--- src/rtl/block_code_rx_if.sv ---
// Serial codeword input stream and decoded-byte valid/ready output stream
// of the complement block-code receiver.
interface block_code_rx_if;
  logic       rx_bit;
  logic       rx_bit_valid;
  logic       rx_sof;
  logic [7:0] out_data;
  logic       out_err;
  logic       out_valid;
  logic       out_ready;

  modport master (
    output rx_bit, rx_bit_valid, rx_sof, out_ready,
    input  out_data, out_err, out_valid
  );

  modport slave (
    input  rx_bit, rx_bit_valid, rx_sof, out_ready,
    output out_data, out_err, out_valid
  );
endinterface

--- src/rtl/block_code_rx.sv ---
// Receive front end for the 8->16 complement block code: sof-aligned deserializer,
// complement check, and a small first-word-fall-through result FIFO.
module block_code_rx #(
  parameter int FIFO_DEPTH = 4,
  parameter int ERR_CNT_W  = 8
) (
  input  logic                 clk,
  input  logic                 rst_n,
  block_code_rx_if.slave       bus,
  input  logic                 err_clr,
  output logic [ERR_CNT_W-1:0] err_cnt,
  output logic                 overflow
);

  localparam int AW = (FIFO_DEPTH > 1) ? $clog2(FIFO_DEPTH) : 1;
  localparam logic [AW:0] FULL_CNT = (AW+1)'(FIFO_DEPTH);
  localparam logic [AW:0] ONE_CNT  = (AW+1)'(1);

  typedef enum logic {IDLE, SHIFT} state_t;

  state_t      state, state_next;
  logic [14:0] shift_q, shift_next;
  logic [3:0]  bit_cnt, bit_cnt_next;
  logic        word_done;
  logic [15:0] word_q;
  logic        word_vld;

  logic [8:0]  mem [FIFO_DEPTH];
  logic [AW-1:0] rd_ptr, wr_ptr;
  logic [AW:0] count;
  logic        out_valid_q;
  logic [8:0]  last_q;
  logic [8:0]  head;
  logic        push_err, pop, full, do_push, drop;

  always_ff @(posedge clk or negedge rst_n) begin
    if (!rst_n) begin
      state   <= IDLE;
      shift_q <= '0;
      bit_cnt <= '0;
    end else begin
      state   <= state_next;
      shift_q <= shift_next;
      bit_cnt <= bit_cnt_next;
    end
  end

  // A counter of zero in SHIFT means the previous codeword just completed, so the
  // next valid bit opens a new codeword whether or not it carries sof.
  always_comb begin
    state_next   = state;
    shift_next   = shift_q;
    bit_cnt_next = bit_cnt;
    word_done    = 1'b0;
    case (state)
      IDLE: begin
        if (bus.rx_bit_valid && bus.rx_sof) begin
          shift_next   = {14'd0, bus.rx_bit};
          bit_cnt_next = 4'd1;
          state_next   = SHIFT;
        end
      end
      SHIFT: begin
        if (bus.rx_bit_valid) begin
          if (bus.rx_sof || bit_cnt == 4'd0) begin
            shift_next   = {14'd0, bus.rx_bit};
            bit_cnt_next = 4'd1;
          end else begin
            shift_next   = {shift_q[13:0], bus.rx_bit};
            bit_cnt_next = bit_cnt + 4'd1;
            word_done    = (bit_cnt == 4'd15);
          end
        end
      end
      default: state_next = IDLE;
    endcase
  end

  always_ff @(posedge clk or negedge rst_n) begin
    if (!rst_n) begin
      word_q   <= '0;
      word_vld <= 1'b0;
    end else begin
      word_vld <= word_done;
      if (word_done) word_q <= {shift_q, bus.rx_bit};
    end
  end

  assign push_err = (word_q[7:0] != ~word_q[15:8]);
  assign head     = mem[rd_ptr];
  assign pop      = out_valid_q && bus.out_ready;
  assign full     = (count == FULL_CNT);
  assign do_push  = word_vld && (!full || pop);
  assign drop     = word_vld && full && !pop;

  always_ff @(posedge clk) begin
    if (do_push) mem[wr_ptr] <= {push_err, word_q[15:8]};
  end

  // out_valid only reflects entries that were already stored before this edge,
  // which gives the extra registered cycle after a push into an empty FIFO and
  // keeps out_ready off the out_valid path.
  always_ff @(posedge clk or negedge rst_n) begin
    if (!rst_n) begin
      rd_ptr      <= '0;
      wr_ptr      <= '0;
      count       <= '0;
      out_valid_q <= 1'b0;
      last_q      <= '0;
    end else begin
      if (do_push) wr_ptr <= wr_ptr + AW'(1);
      if (pop) begin
        rd_ptr <= rd_ptr + AW'(1);
        last_q <= head;
      end
      case ({do_push, pop})
        2'b10:   count <= count + ONE_CNT;
        2'b01:   count <= count - ONE_CNT;
        default: count <= count;
      endcase
      out_valid_q <= pop ? (count > ONE_CNT) : (count != '0);
    end
  end

  assign bus.out_valid = out_valid_q;
  assign bus.out_data  = out_valid_q ? head[7:0] : last_q[7:0];
  assign bus.out_err   = out_valid_q ? head[8]   : last_q[8];

  always_ff @(posedge clk or negedge rst_n) begin
    if (!rst_n) begin
      err_cnt  <= '0;
      overflow <= 1'b0;
    end else if (err_clr) begin
      err_cnt  <= '0;
      overflow <= 1'b0;
    end else begin
      if (word_vld && push_err && err_cnt != '1) err_cnt <= err_cnt + ERR_CNT_W'(1);
      if (drop) overflow <= 1'b1;
    end
  end

endmodule
--- src/flat_wrapper.sv ---
// flat-port wrapper written by rule: the top's interface ports become plain ports
module block_code_rx_flat 
#(
  parameter int FIFO_DEPTH = 4,
  parameter int ERR_CNT_W  = 8
)
  (clk, rst_n, err_clr, err_cnt, overflow, bus_rx_bit, bus_rx_bit_valid, bus_rx_sof, bus_out_ready, bus_out_data, bus_out_err, bus_out_valid);
  block_code_rx_if bus_i ();
  input  logic clk;
  input  logic rst_n;
  input  logic err_clr;
  output logic [ERR_CNT_W-1:0] err_cnt;
  output logic overflow;
  input wire logic [$bits(bus_i.rx_bit)-1:0] bus_rx_bit;
  input wire logic [$bits(bus_i.rx_bit_valid)-1:0] bus_rx_bit_valid;
  input wire logic [$bits(bus_i.rx_sof)-1:0] bus_rx_sof;
  input wire logic [$bits(bus_i.out_ready)-1:0] bus_out_ready;
  output wire logic [$bits(bus_i.out_data)-1:0] bus_out_data;
  output wire logic [$bits(bus_i.out_err)-1:0] bus_out_err;
  output wire logic [$bits(bus_i.out_valid)-1:0] bus_out_valid;
  assign bus_i.rx_bit = bus_rx_bit;
  assign bus_i.rx_bit_valid = bus_rx_bit_valid;
  assign bus_i.rx_sof = bus_rx_sof;
  assign bus_i.out_ready = bus_out_ready;
  assign bus_out_data = bus_i.out_data;
  assign bus_out_err = bus_i.out_err;
  assign bus_out_valid = bus_i.out_valid;
  block_code_rx #(.FIFO_DEPTH(FIFO_DEPTH), .ERR_CNT_W(ERR_CNT_W)) u_core (.clk(clk), .rst_n(rst_n), .bus(bus_i), .err_clr(err_clr), .err_cnt(err_cnt), .overflow(overflow));
endmodule
--- config.mk ---
export PLATFORM = sky130hd
export DESIGN_NAME = block_code_rx_flat
export DESIGN_NICKNAME = d
export VERILOG_FILES = /design/src/rtl/block_code_rx_if.sv /design/src/rtl/block_code_rx.sv /design/src/flat_wrapper.sv
export SDC_FILE = /design/constraint.sdc
export NUM_CORES = 1
export LEC_CHECK = 0
export CAP_MARGIN = 40
export CORE_ASPECT_RATIO = 0.7
export CORE_MARGIN = 3
export CORE_UTILIZATION = 25
export DETAILED_ROUTE_END_ITERATION = 12
export RECOVER_POWER = 25
export SYNTH_ARGS = -nofsm -noshare
export SYNTH_HDL_FRONTEND = slang
export SYNTH_SLANG_ARGS = --single-unit
--- constraint.sdc ---
create_clock -name clk -period 2.3 [get_ports clk]
set_clock_uncertainty 0.2 [all_clocks]
set_input_delay 0.46 -clock clk [delete_from_list [all_inputs] [get_ports clk]]
set_output_delay 0.46 -clock clk [all_outputs]
set_load 0.02 [all_outputs]
==> results.cfg, run 1 <==
[run_status]
outcome = finished with violations
violations = setup timing

[critical_path]
worstSetupStartpointType = register
worst-r2r-cell-count = 9
critPathCaptureType = output port
crit_fanout = 6
reg2reg_from = u_core.bus.out_valid
cp-startpoint = u_core.rd_ptr[0]
path_class = reg -> out
worst_ep_arrival_time_ps = 1840
cp.required_ps = 1640

[sta]
fmax_mhz = 399.4
setup_viol = 9
maxSlewHeadroom_pct = 55.81
fin_crit_sh_pct = 108.8
fin_ws_ps = -203.5
worst_pin_slew_ps = 662.9
tns_ps = -1446
whs_ps = 283.2
slew_viol_final = 0
rsz0062_at_grt = yes
fin_crit_ps = 2503
hold_viol_final = 0

[layout]
fin_util_pct = 32.11
antenna_cells = 0
layout_commonest_cell = dfrtp_1
mostFrequentLayoutCells = dfrtp_1 (61), edfxtp_1 (36), mux2_2 (29)
syn_to_final_growth_pct = 24.85
final_cells = 559
drive_gt1_share_pct = 30.24
final_nets = 348
fin_area_um2 = 5280

[placement]
placed_cell_area_um2 = 4902
dp_hpwl_um = 5094
post-place-ws_ps = -236.6
portBuffers = 25
place_inst = 536
gp_congestion = 0.7206

[pwr]
ir_drop_mv = 0.3942
power_density_nw_per_um2 = 926.9
leakage_nw = 2.089
p_total_mw = 4.894

[cts]
htreeDepth = 3
cts-buffers-inserted = 9
clock_latency_ps = 340
cts_root_buf = clkbuf_16
cts_buffer_depth = 2
clk_pin_slew_ps = 70
cts.sinks = 99
cts_tree = built

[floorplan]
dieArea_um2 = 18540
num_rows = 39
die_h_um = 114.8
die-width_um = 161.5
coreArea_um2 = 16440
boundaryPins = 26
start_util_pct = 25.72

[grt]
grt_max_degree = 31
grt_pass1_wl_um = 12660
grt.total_usage_pct = 8.700
grt_pass1_vias = 2462
grt-ovfl-total = 0
antenna_found_initial = 0

[synth]
yosys.area.top_type_share_pct = 37.28
seq_area_frac_synth_pct = 62.84
syn-cell-area_um2 = 4229
yosysWarnings = 0
ys.flop_type = dfrtp_1
ys_top_cells_by_area = dfrtp_1 (37%), edfxtp_1 (26%), mux2_2 (10%)
synthCells = 281
asyncSetResetFlopFracSynth_pct = 63.64
ys_types = 40
synth_edf_count = 36
synth_area_per_cell_um2 = 15.05
syn_nets = 300
ys_seq_elements = 99
synth_area_leader_cell = dfrtp_1

[routing]
vias = 2424
vias_per_cell = 4.336
wl_per_cell_um = 13.63
drt_wl_total_um = 7620
drt-initial-drc-count = 102
post-route-drc-count = 0
postRouteAntennaNets = 0
first_pass_iters = 5

[worst_hold_path]
hp-start = u_core.count[2]
hold_path.class = reg -> reg
hold_depth = 1

[flow_run]
maxCapViolations = 0
[routing by layer]
layer	track usage (%)	up-vias	share of wire, %
met1	12.08	1240	51
met5	0	-	0
met2	12.92	41	44
met3	2.809	7	4.4
met4	2.865	0	1.2
li1	-	1136	-
[sequential cells by signal (all words and copies together), names as in the netlist, 2 cells and up]
register / cells
u_core.last_q: 9
u_core.shift_q: 15
u_core.bit_cnt: 4
u_core.mem: 36
u_core.wr_ptr: 2
u_core.err_cnt: 8
u_core.count: 3
u_core.word_q: 16
u_core.rd_ptr: 2
[power by group]
part,switching [mW],internal (mW),total [mW]
Clock,0.670,0.748,1.42
Combinational,0.555,0.803,1.36
Sequential,0.152,1.97,2.12
[cell families after synthesis]
group	Yosys count	synth area share [%]
flip-flops	99	62.84
AND/OR/NAND/NOR	52	6.835
multiplexers	51	16.01
AO/OA/AOI/OAI	34	5.799
buffers and inverters	19	2.071
XOR/XNOR	14	2.899
adder cells (fa/ha/maj)	12	3.550
[worst paths after layout]
check / to / slack, ps
min in group asynchronous: u_core.last_q[6] / 480
hold reg to reg: u_core.count[2] / 280
max in group asynchronous: u_core.word_q[3] / 790
hold / removal: u_core.count[2] / 280
setup / recovery: bus_out_data[7] / -200
setup reg to reg: u_core.count[2] / 140
[area by class of cell]
cell class,instances,area [µm²]
multi-input cells,163,1520
fillers,1629,11160
inverters,9,33.78
flip-flops and latches,99,2660
clock inverters,6,48.80
repair buffers,47,506.7
clock buffers,10,229.0
well taps,225,281.5
[cell usage after synthesis (5+ instances only)]
cell      instances
inv_1             9
o21ai_0           6
edfxtp_1         36
mux4_2            9
nand2_1           8
nor2_1           13
xnor2_1          13
dfrtp_1          63
a22o_1           15
nor2b_1           6
a21oi_1           5
mux2_2           38
ha_1             12
[critical path, stage by stage (launching register included)]
cell and delay, ps:
dfrtp_1 380, buf_6 160, mux4_2 550, mux2_4 290
buf_6 130
[timing repair]
action                                 CTS  global route
gates resized for setup                 58            11
setup buffers                            2             5
hold buffers                             1             0
setup endpoints to repair                9            10
endpoints found under the hold margin   21             0
cloned                                   1             0
No activity file was read; power rests on OpenSTA's default activity.
==> run 2, diff against run 1 <==
Settings changed: SETUP_SLACK_MARGIN set to 0.3, TNS_END_PERCENT set to 30.
==> run 2 against run 1 <==
  * The run still ends with setup timing left
  * Die area did not move
  * Non-clock buffer count rose by 4
  * Sequential power fell by 2%
  * Fmax rose by 2.5%
  * Core utilization rose by 0.67 points
  * Global-route usage rose by 0.34 points
  * Critical path depth did not move
  * Wire length rose by 0.46%
  * Worst hold slack improved by 7.1 ps
  * Critical path type unchanged
  * Register-to-register slack got worse by 20 ps
==> results.cfg, run 2 (synthesized netlist as in run 1, its figures left out) <==
[floorplan]
num_rows = 39
coreArea_um2 = 16440
die-width_um = 161.5
boundaryPins = 26
start_util_pct = 25.72
die_h_um = 114.8
dieArea_um2 = 18540

[layout]
seqCellArea_um2 = 2659
multiInputGateArea_um2 = 1588
syn_to_final_growth_pct = 27.46
final_nets = 352
layout_commonest_cell = dfrtp_1
fin_util_pct = 32.78
largest_reg_flops = 36
antenna_cells = 0
top_register = u_core.mem
final_cells = 563
drive_gt1_share_pct = 34.02
mostFrequentLayoutCells = dfrtp_1 (62), edfxtp_1 (36), mux2_2 (29)
fillers = 1616
top_regs = u_core.mem: 36 flops, u_core.word_q: 16 flops, u_core.shift_q: 15 flops

[grt]
grt-ovfl-total = 0
grt_use_met3_pct = 3.493
grt_pass1_wl_um = 12980
grt.total_usage_pct = 9.035
grt_max_degree = 64
grt_pass1_vias = 2447
antenna_found_initial = 0
met1_usage_pct = 12.92
busiest_layer = met1
grtUsageMet2_pct = 12.72

[pwr]
pwr-share-clk_pct = 30.0
p_int_mw = 3.686
ir_drop_mv = 0.5376
power_switching_mw = 1.359
pwr-share-seq_pct = 41.3
p_sw_share_pct = 26.93
leakage_nw = 2.170
power_frac_comb_pct = 28.7
power_density_nw_per_um2 = 935.9

[critical_path]
cp_num_buf_inv = 2
worst_ep_arrival_time_ps = 1780
cpLargestDelayFamily = multiplexers
worstSetupStartpointType = register
cp_slowest_cell = mux4_2
slowest_delay_ps = 510
crit_path_cell_trace = buf_6 > mux4_2 > mux2_4 > buf_6
critPathCaptureType = output port
cp.required_ps = 1640
crit_fanout = 6
path_class = reg -> out
worst_path_most_repeated_cell = buf_6

[run_status]
outcome = finished with violations
violations = setup timing

[cts]
cts_buffer_depth = 2
cts.sinks = 99
cts_root_buf = clkbuf_16
clk_pin_slew_ps = 70
clock_latency_ps = 340
cts-buffers-inserted = 9
cts_tree = built
htreeDepth = 3

[routing]
drt-initial-drc-count = 133
wl_per_cell_um = 13.60
drt_wl_total_um = 7655
vias = 2387
vias_per_cell = 4.240
postRouteAntennaNets = 0
first_pass_iters = 4
post-route-drc-count = 0

[sta]
hold_viol_final = 0
slew_viol_final = 0
fin_crit_sh_pct = 106.2
fmax_mhz = 409.3
maxSlewHeadroom_pct = 40.61
setup_viol = 9
worst_pin_slew_ps = 890.9
fin_crit_ps = 2443
fin_ws_ps = -143.1
rsz0062_at_grt = yes

[worst_hold_path]
hold_path.class = reg -> reg

[placement]
portBuffers = 25
dp_hpwl_um = 5159
place_inst = 534
gp_congestion = 0.7498

[flow_run]
maxCapViolations = 0
run 2: changes by cell type in the layout (fill, tap and decap cells not counted), moves of 2 or more:
cell             change
clkdlybuf4s50_1     -10
nor4_1               -2
inv_1                -3
inv_2                +2
buf_4                +2
ha_1                 -2
ha_4                 +2
dlygate4sd2_1        +9
run 2: worst paths after layout:
| check | startpoint | endpoint | slack, ps | cells past startpoint |
|---|---|---|---|---|
| hold / removal | u_core.state | u_core.state | 290 | 1 |
| setup / recovery | u_core.rd_ptr[0] | bus_out_data[2] | -140 | 4 |
| hold reg to reg | u_core.state | u_core.state | 290 | 1 |
| min in group asynchronous | rst_n | u_core.last_q[6] | 680 | 3 |
| max in group asynchronous | rst_n | u_core.bus.out_valid | 610 | 3 |
| setup reg to reg | u_core.bus.out_valid | u_core.count[2] | 120 | 7 |
run 2: area by class of cell:
type | instances | share of cell area [%]
clock buffers | 10 | 4.248
flip-flops and latches | 99 | 49.33
repair buffers | 51 | 9.726
multi-input cells | 163 | 29.46
well taps | 225 | 5.223
inverters | 9 | 0.6732
clock inverters | 6 | 1.346
run 2: routing by layer:
layer | share of wire [%] | vias up
met5 | 0 | -
met1 | 50 | 1191
met4 | 1.2 | 0
met3 | 4.6 | 7
met2 | 44 | 46
li1 | - | 1143
run 2: metrics by stage:
stage / hold WS [ps] / total power, mW / setup slack (ps) / TNS, ps / cell area (µm²)
2_1_floorplan: -35.59 / 2.944 / 278.1 / 0 / 4262
3_3_place_gp: 263.8 / 3.271 / -169.1 / -2258 / 4893
3_5_place_dp: 272.7 / 3.306 / -183.8 / -2475 / 4893
4_1_cts: 293.3 / 5.046 / -166.7 / -1449 / 5313
5_1_grt: 317.8 / 5.333 / -218.3 / -1951 / 5390
6_report: 290.3 / 5.045 / -143.1 / -1234 / 5390
run 2: power by group through the flow:
stage | logic (mW) | clock network [mW] | registers [mW]
2_1_floorplan | 0.867 | 0 | 2.08
3_3_place_gp | 1.14 | 0 | 2.13
3_5_place_dp | 1.16 | 0 | 2.14
4_1_cts | 1.40 | 1.57 | 2.08
5_1_grt | 1.56 | 1.67 | 2.10
6_report | 1.45 | 1.51 | 2.08
run 2: what timing repair did:
| item | CTS | global route |
|---|---|---|
| hold buffers | 1 | 0 |
| pin swaps | 1 | 5 |
| cloned | 0 | 0 |
| endpoints found under the hold margin | 63 | 0 |
| setup endpoints to repair | 39 | 42 |
| buffers inserted | 8 | 4 |
| resized for setup | 76 | 15 |
==> run 3, diff against run 2 <==
Settings changed: SKIP_LAST_GASP set to 1.
==> run 3 against run 2 <==
  * The flow still finishes with violations (setup timing)
  * Final area increased by 0.23%
  * Register-to-register slack improved by 20 ps
  * Count of clock-buffer cells in the layout unchanged
  * Sequential cell count unchanged
  * Critical endpoint is now bus_out_data[4]
==> results.cfg, run 3 (synthesized netlist as in run 1, its figures left out) <==
[critical_path]
worst_path_most_repeated_cell = buf_6
crit_fanout = 5
cp-startpoint = u_core.rd_ptr[0]
path_class = reg -> out
cp_num_buf_inv = 2
cp.required_ps = 1640
crit_path_cell_trace = buf_6 > mux4_2 > mux2_4 > buf_6
critPathCaptureType = output port
slowest_delay_ps = 520
cp_slowest_cell = mux4_2
worst_ep_arrival_time_ps = 1780
reg2reg_from = u_core.bus.out_valid
worstSetupStartpointType = register
cpLargestDelayFamily = multiplexers

[layout]
top_register = u_core.mem
fillers = 1608
seqCellArea_um2 = 2659
mostFrequentLayoutCells = dfrtp_1 (62), edfxtp_1 (36), mux2_2 (29)
multiInputGateArea_um2 = 1585
layout_commonest_cell = dfrtp_1
fin_area_um2 = 5403
top_regs = u_core.mem: 36 flops, u_core.word_q: 16 flops, u_core.shift_q: 15 flops
largest_reg_flops = 36
antenna_cells = 0
fin_util_pct = 32.85
final_nets = 352
syn_to_final_growth_pct = 27.75
drive_gt1_share_pct = 33.73

[grt]
grt.total_usage_pct = 9.043
antenna_found_initial = 0
grt_max_degree = 64
grt_pass1_wl_um = 12990
grt-ovfl-total = 0
grt_pass1_vias = 2446

[routing]
postRouteAntennaNets = 0
first_pass_iters = 4
vias_per_cell = 4.215
vias = 2373
wl_per_cell_um = 13.68
post-route-drc-count = 0
drt_wl_total_um = 7700
drt-initial-drc-count = 121

[floorplan]
boundaryPins = 26
num_rows = 39
start_util_pct = 25.72
dieArea_um2 = 18540
die_h_um = 114.8
coreArea_um2 = 16440
die-width_um = 161.5

[sta]
worst_pin_slew_ps = 890.6
rsz0062_at_grt = yes
maxSlewHeadroom_pct = 40.63
slew_viol_final = 0
fin_crit_sh_pct = 106.3
fin_crit_ps = 2444
setup_viol = 9
whs_ps = 290.4
hold_viol_final = 0
fmax_mhz = 409.2
fin_ws_ps = -143.9

[placement]
portBuffers = 25
placed_cell_area_um2 = 4893
dp_hpwl_um = 5159
gp_congestion = 0.7498

[cts]
cts-buffers-inserted = 9
cts_tree = built
cts.sinks = 99
cts_root_buf = clkbuf_16
clock_latency_ps = 340
cts_buffer_depth = 2
clk_pin_slew_ps = 70
htreeDepth = 3

[worst_hold_path]
hold_path.class = reg -> reg
hp-start = u_core.state

[pwr]
power_density_nw_per_um2 = 934.4
ir_drop_mv = 0.5387
leakage_nw = 2.168

[run_status]
violations = setup timing
outcome = finished with violations

[flow_run]
maxCapViolations = 0
run 3: changes by cell type in the layout (fill, tap and decap cells not counted):
| cell | delta |
|---|---|
| and2_1 | +1 |
| and2_4 | -1 |
| clkdlybuf4s50_1 | +6 |
| dlygate4sd2_1 | -8 |
| dlymetal6s2s_1 | +2 |
run 3: per-layer routing:
| layer | routed length [µm] | GRT usage, % | up-vias |
|---|---|---|---|
| met5 | 0 | 0 | - |
| met4 | 94 | 2.579 | 0 |
| met3 | 314 | 3.493 | 7 |
| met2 | 3327 | 12.75 | 38 |
| met1 | 3963 | 12.92 | 1184 |
| li1 | - | - | 1144 |
run 3: metrics by stage:
| step | setup slack (ps) | total power [mW] | cells | TNS (ps) |
|---|---|---|---|---|
| 6_report | -143.9 | 5.048 | 563 | -1242 |
| 3_3_place_gp | -169.1 | 3.271 | 534 | -2258 |
| 5_1_grt | -218.3 | 5.333 | 563 | -1951 |
| 2_1_floorplan | 278.1 | 2.944 | 281 | 0 |
| 3_5_place_dp | -183.8 | 3.306 | 534 | -2475 |
| 4_1_cts | -166.7 | 5.046 | 559 | -1449 |
run 3: worst reg2reg max path: stages, from the launching register on:
cell,delay (ps)
dfrtp_2,440
nand2_2,90
clkbuf_1,500
inv_1,220
ha_4,230
mux2i_2,180
nor2_2,70
xor2_1,140
run 3: final timing paths:
path                       cells after the start                    to  slack, ps
setup / recovery                               4       bus_out_data[4]       -140
hold / removal                                 1          u_core.state        290
setup reg to reg                               7       u_core.count[2]        140
hold reg to reg                                1          u_core.state        290
max in group asynchronous                      3  u_core.bus.out_valid        620
min in group asynchronous                      3      u_core.last_q[6]        670
run 3: final cells by class:
class	instances	share of cell area, %
Clock buffer	10	4.238
Clock inverter	6	1.343
Inverter	9	0.6716
Multi-Input combinational cell	163	29.34
Sequential cell	99	49.21
Tap cell	225	5.211
Timing Repair Buffer	51	9.981
run 3: power by group:
group | internal (mW) | switching, mW | total, mW
clock network | 0.857 | 0.659 | 1.52
registers | 1.96 | 0.118 | 2.08
logic | 0.865 | 0.585 | 1.45
total | 3.69 | 1.36 | 5.05
run 3: repair_timing:
action	in CTS	in global routing
pin swaps	1	4
hold endpoints to repair	63	0
hold buffers	1	0
setup endpoints to repair	39	53
resized for setup	66	21
gates cloned	0	0
buffers inserted	8	4
==> RTL change 1, RTL diff (config.mk and constraints of run 3) <==
Reset style: synchronous (`rst_n`), changed in 4 clocked blocks.
--- a/src/rtl/block_code_rx.sv
+++ b/src/rtl/block_code_rx.sv
@@ -34,5 +34,5 @@
   logic        push_err, pop, full, do_push, drop;
 
-  always_ff @(posedge clk or negedge rst_n) begin
+  always_ff @(posedge clk) begin
     if (!rst_n) begin
       state   <= IDLE;
@@ -77,5 +77,5 @@
   end
 
-  always_ff @(posedge clk or negedge rst_n) begin
+  always_ff @(posedge clk) begin
     if (!rst_n) begin
       word_q   <= '0;
@@ -101,5 +101,5 @@
   // which gives the extra registered cycle after a push into an empty FIFO and
   // keeps out_ready off the out_valid path.
-  always_ff @(posedge clk or negedge rst_n) begin
+  always_ff @(posedge clk) begin
     if (!rst_n) begin
       rd_ptr      <= '0;
@@ -127,5 +127,5 @@
   assign bus.out_err   = out_valid_q ? head[8]   : last_q[8];
 
-  always_ff @(posedge clk or negedge rst_n) begin
+  always_ff @(posedge clk) begin
     if (!rst_n) begin
       err_cnt  <= '0;
Function: same outputs for any inputs over 10 cycles, from zero or initial values and one cycle with rst_n low; that may be too few to reach the edited logic, so the function may still have changed.
==> RTL change 1 against run 3 <==
  * The flow still finishes with violations (setup timing)
  * Largest cell class unchanged
  * Setup slack improved by 8.5 ps
  * Sequential cell count increased by 2
  * Count of clock-buffer cells in the layout decreased by 1
  * Register-to-register slack improved by 100 ps
  * Synthesized area decreased by 2.8%
  * Critical endpoint is now bus_out_data[7]
  * Design area decreased by 4.6%
  * Highest routed layer unchanged
  * Routed wire length increased by 2.0%
  * Hold slack got worse by 26 ps
  * First-iteration DRC count increased by 51%
Power is not compared: it rests on default switching activity, and its combinational part moved more than twofold at a synthesized area within 25%.
==> RTL change 1: results (changes against run 3) <==
[global_routing]
grt_max_degree = 56  ; -13%
grt_usage_pct = 9.21  ; +0.16 points
grt_pass1_wl_um = 13300  ; +2.3%

[outcome]
failed_checks = setup timing
outcome = complete, but fails checks

[synthesis]
yosysUniqueCellTypes = 39  ; -2.5%
async_reset_ff_share_pct = 0  ; -64 points
ys_warn_count = 0  ; unchanged
yosys-top-cells-area = dfxtp_1 32%, edfxtp_1 26%, mux4_2 4.9%
synth.top_cells.by_count = 65 x dfxtp_1, 52 x nor2_1, 36 x edfxtp_1

[place]
finalWeightedCongestion = 0.749  ; -0.17%
dp_cells = 594  ; +11%

[min_path]
hold_path_depth = 2  ; +1
hold_path_end = u_core.last_q[2]
min-delay-start = u_core.last_q[2]

[sta]
setup_viol = 9  ; unchanged
fin_ws_ps = -135  ; +8.52 ps
slew_headroom_pct = 24.9  ; -16 points
tns_ps = -1070  ; +172 ps

[critical_path]
regToRegSetupSlack_ps = 240  ; +100 ps
reg2reg_depth = 5  ; -2
r2r-start = u_core.word_q[11]
worst-path-max-fanout = 4  ; -1
r2r-end = u_core.err_cnt[6]

[drt]
routed_wl_um = 7850  ; +2.0%
detail_route.iter0.violations = 183  ; +51%

[final_layout]
num-nets-final = 407  ; +16%
layout-drive-gt1-share_pct = 18.8  ; -15 points
fin_cells = 613  ; +8.9%
nFillCells = 1591  ; -1.1%

RTL change 1: cell types whose count changed after synthesis, moves of 14 or more:
cell	delta
dfxtp_1	+65
dfrtp_1	-63
nor2_1	+39
mux2_2	-28
mux2i_1	+17
nand2_1	+16
a22o_1	-15
a22oi_1	+15
a21oi_1	+14
RTL change 1: kinds of logic (layout without fill, tap and decap cells):
group / count (synthesis) / count (layout) / share of synthesized area (%)
AND/OR/NAND/NOR: 106 / 106 / 11.6
flip-flops: 101 / 101 / 57.9
AO/OA/AOI/OAI: 53 / 53 / 8.37
multiplexers: 38 / 38 / 12.3
buffers and inverters: 29 / 70 / 3.38
XOR/XNOR: 13 / 13 / 2.77
adder cells (fa/ha/maj): 12 / 12 / 3.65
RTL change 1: layout make-up:
| type | count | area share, % |
|---|---|---|
| Clock buffer | 9 | 4.37 |
| Clock inverter | 7 | 1.41 |
| Inverter | 10 | 0.728 |
| Multi-Input combinational cell | 222 | 31.9 |
| Sequential cell | 101 | 46.4 |
| Tap cell | 220 | 5.34 |
| Timing Repair Buffer | 44 | 9.78 |
RTL change 1: power by group through the flow:
| stage | combinational (mW) | sequential, mW | clock [mW] |
|---|---|---|---|
| floorplan | 0.0317 | 1.88 | 0 |
| global placement | 0.0567 | 1.88 | 0 |
| detailed placement | 0.0587 | 1.88 | 0 |
| CTS | 0.0583 | 1.84 | 1.54 |
| global route | 0.0595 | 1.84 | 1.63 |
| finish | 0.0535 | 1.84 | 1.48 |
RTL change 1: worst max-delay path, stage by stage (launching register included):
cell and delay, ps:
dfxtp_4 370, clkbuf_16 140, mux4_2 510, mux2_4 280
buf_6 130
RTL change 1: per-stage QoR:
| stage | hold slack [ps] | instance area (µm²) | setup slack (ps) |
|---|---|---|---|
| floorplan | 234 | 4140 | 253 |
| detailed placement | 253 | 4770 | -274 |
| CTS | 264 | 5060 | -158 |
| global placement | 240 | 4770 | -172 |
| global route | 292 | 5160 | -192 |
| finish | 264 | 5160 | -135 |
RTL change 1: how the worst max path moves through the flow:
stage	from	endpoint	slack, ps	cells after the start
3_5_place_dp	bus_out_ready	u_core.count[2]	-270	9
2_1_floorplan	u_core.count[0]	u_core.count[2]	250	9
3_3_place_gp	bus_out_ready	u_core.count[2]	-170	9
6_report	flip-flop	bus_out_data[7]	-140	4
5_1_grt	flip-flop	bus_out_data[7]	-190	4
4_1_cts	flip-flop	bus_out_data[0]	-160	4
RTL change 1: metal layers:
layer,track usage [%],share of wire (%),vias up
met4,3.09,1.4,0
met3,3.04,3.9,10
met1,12.3,49,1306
li1,-,-,1333
met2,14.2,46,40
met5,0,0,-
RTL change 1: timing repair:
item / 4_1_cts / 5_1_grt
hold buffers: 0 / 0
setup endpoints to repair: 61 / 31
resized for setup: 47 / 28
pin swaps: 2 / 0
cloned: 0 / 1
setup buffers: 2 / 0
==> RTL change 2, RTL diff (settings of run 3) <==
Made on the original files. `FIFO_DEPTH` is set to 4 in 2 places; all go to 8.
--- a/src/rtl/block_code_rx.sv
+++ b/src/rtl/block_code_rx.sv
@@ -2,5 +2,5 @@
 // complement check, and a small first-word-fall-through result FIFO.
 module block_code_rx #(
-  parameter int FIFO_DEPTH = 4,
+  parameter int FIFO_DEPTH = 8,
   parameter int ERR_CNT_W  = 8
 ) (
--- a/src/flat_wrapper.sv
+++ b/src/flat_wrapper.sv
@@ -2,5 +2,5 @@
 module block_code_rx_flat 
 #(
-  parameter int FIFO_DEPTH = 4,
+  parameter int FIFO_DEPTH = 8,
   parameter int ERR_CNT_W  = 8
 )
Behaviour: same outputs for any inputs over 10 cycles, from zero or initial values and one cycle with rst_n low; that may be too few to reach the edited logic, so the function may still have changed.
==> RTL change 2 against run 3 <==
  * The flow still finishes with violations (setup timing)
  * Sequential cell count rose by 39
  * Die area rose by 34%
  * Design area increased by 42%
  * Routed wire length up 55%
  * Combinational power rose by 23%
  * Power increased by 45%
  * Synthesized area grew 36%
  * Critical endpoint is now bus_out_data[0]
  * Setup slack got worse by 230 ps
  * Via count up 40%
==> RTL change 2: results (changes against run 3) <==
[synthesis]
synth.top_cells.by_count = 72 x edfxtp_1, 66 x dfrtp_1, 38 x nor2_1
yosysUniqueCellTypes = 44  ; +10%
syn-num-nets = 391  ; +30%
yosys-top-cells-area = edfxtp_1 38%, dfrtp_1 29%, mux4_2 7.0%
synthMuxAreaShare_pct = 13.9  ; -2.1 points
synth_compound_area_share_pct = 5.39  ; -0.41 points
yosysSeqAreaShare_pct = 66.2  ; +3.3 points
async_reset_ff_share_pct = 47.8  ; -16 points
synth_edf_count = 72  ; +100%
synthXorXnorAreaFrac_pct = 2.43  ; -0.47 points
synthAdderAreaFrac_pct = 1.95  ; -1.6 points
ys_warn_count = 0  ; unchanged
synth_flop_cell = edfxtp_1

[drt]
detail_route.iter0.violations = 235  ; +94%
vias = 3320  ; +40%
routedWlPerCell_um = 15.4  ; +13%

[global_routing]
grtUsageMet3_pct = 3.26  ; -0.24 points
first_global_vias = 3568  ; +46%
grt_use_met1_pct = 14.2  ; +1.3 points
antenna_found_initial = 0  ; unchanged
grt_pass1_wl_um = 19500  ; +50%
met2_usage_pct = 14.7  ; +1.9 points
grt_usage_pct = 10.0  ; +0.99 points
grt_max_degree = 67  ; +4.7%

[critical_path]
worstPathArrival_ps = 2010  ; +230 ps
worst-path-max-fanout = 7  ; +2
max_stage_delay_ps = 550  ; +30 ps

[clocking]
htreeDepth = 4  ; +1
cts_made_buffers = 17  ; +8
clk_latency_ps = 420  ; +80 ps
post_cts_buffers = 17  ; +9
clk_pin_slew_worst_paths_ps = 60
cts-resized-gates = 67  ; +1.5%

[place]
hpwl_um = 7440  ; +44%
placed_area_um2 = 6770  ; +38%
finalWeightedCongestion = 0.715  ; -4.6%

[sta]
setup_viol = 10  ; +1
fin_ws_ps = -375  ; -231 ps
tightest_slew_ps = 952  ; +61.4 ps

[outcome]
outcome = complete, but fails checks
failed_checks = setup timing

[power_and_ir_drop]
leakage_nw = 2.93  ; +35%
ir_worst_vdd_uv = 546  ; +1.4%

[final_layout]
layout-drive-gt1-share_pct = 39.1  ; +5.4 points
antennaDiodeCount = 0  ; unchanged
reg.largest.list = u_core.mem: 72 flops, u_core.word_q: 16 flops, u_core.shift_q: 15 flops
num-nets-final = 473  ; +34%

## RTL change 2: changes by cell type in the layout (fill, tap and decap cells not counted), moves of 8 or more
cell and delta:
mux4_2 +9, mux2_2 -10, edfxtp_1 +36, a21oi_2 +11, clkbuf_16 +8, buf_4 +20, nor2_1 +20
## RTL change 2: metrics by stage
step                      cells  setup TNS, ps  setup WS [ps]  power, mW  hold WS, ps
after floorplan             375              0            152       3.93        -35.6
after global placement      718         -15470           -366       4.38          264
after detailed placement    718         -16320           -406       4.45          270
after CTS                   769          -3660           -404       7.31          284
after global routing        775          -4160           -459       7.68          314
final                       775          -3440           -375       7.34          286
## RTL change 2: area by class of cell
| type | instances | area (µm²) |
|---|---|---|
| clock buffers | 17 | 425 |
| fillers | 2092 | 14400 |
| inverters | 6 | 25.0 |
| multi-input cells | 216 | 2090 |
| repair buffers | 78 | 821 |
| flip-flops and latches | 138 | 3820 |
| well taps | 305 | 382 |
| clock inverters | 15 | 140 |
## RTL change 2: worst paths after layout
kind,from,to,slack [ps],cells after the start
worst max register to register,u_core.rd_ptr[0],u_core.last_q[8],-190,13
worst max-delay path,u_core.rd_ptr[0],bus_out_data[0],-370,6
worst min-delay path,u_core.state,u_core.state,290,1
max in group asynchronous,rst_n,u_core.rd_ptr[2],590,3
min in group asynchronous,rst_n,u_core.err_cnt[5],630,3
worst min register to register,u_core.state,u_core.state,290,1
## RTL change 2: per-layer routing
layer | share of wire [%] | up-vias
met4 | 0.88 | 0
met2 | 45 | 64
li1 | - | 1562
met1 | 50 | 1683
met3 | 4.6 | 11
met5 | 0 | -
## RTL change 2: power breakdown
part | total [mW] | internal (mW) | switching, mW
Clock | 2.62 | 1.51 | 1.11
Combinational | 1.78 | 0.962 | 0.821
Sequential | 2.93 | 2.74 | 0.195
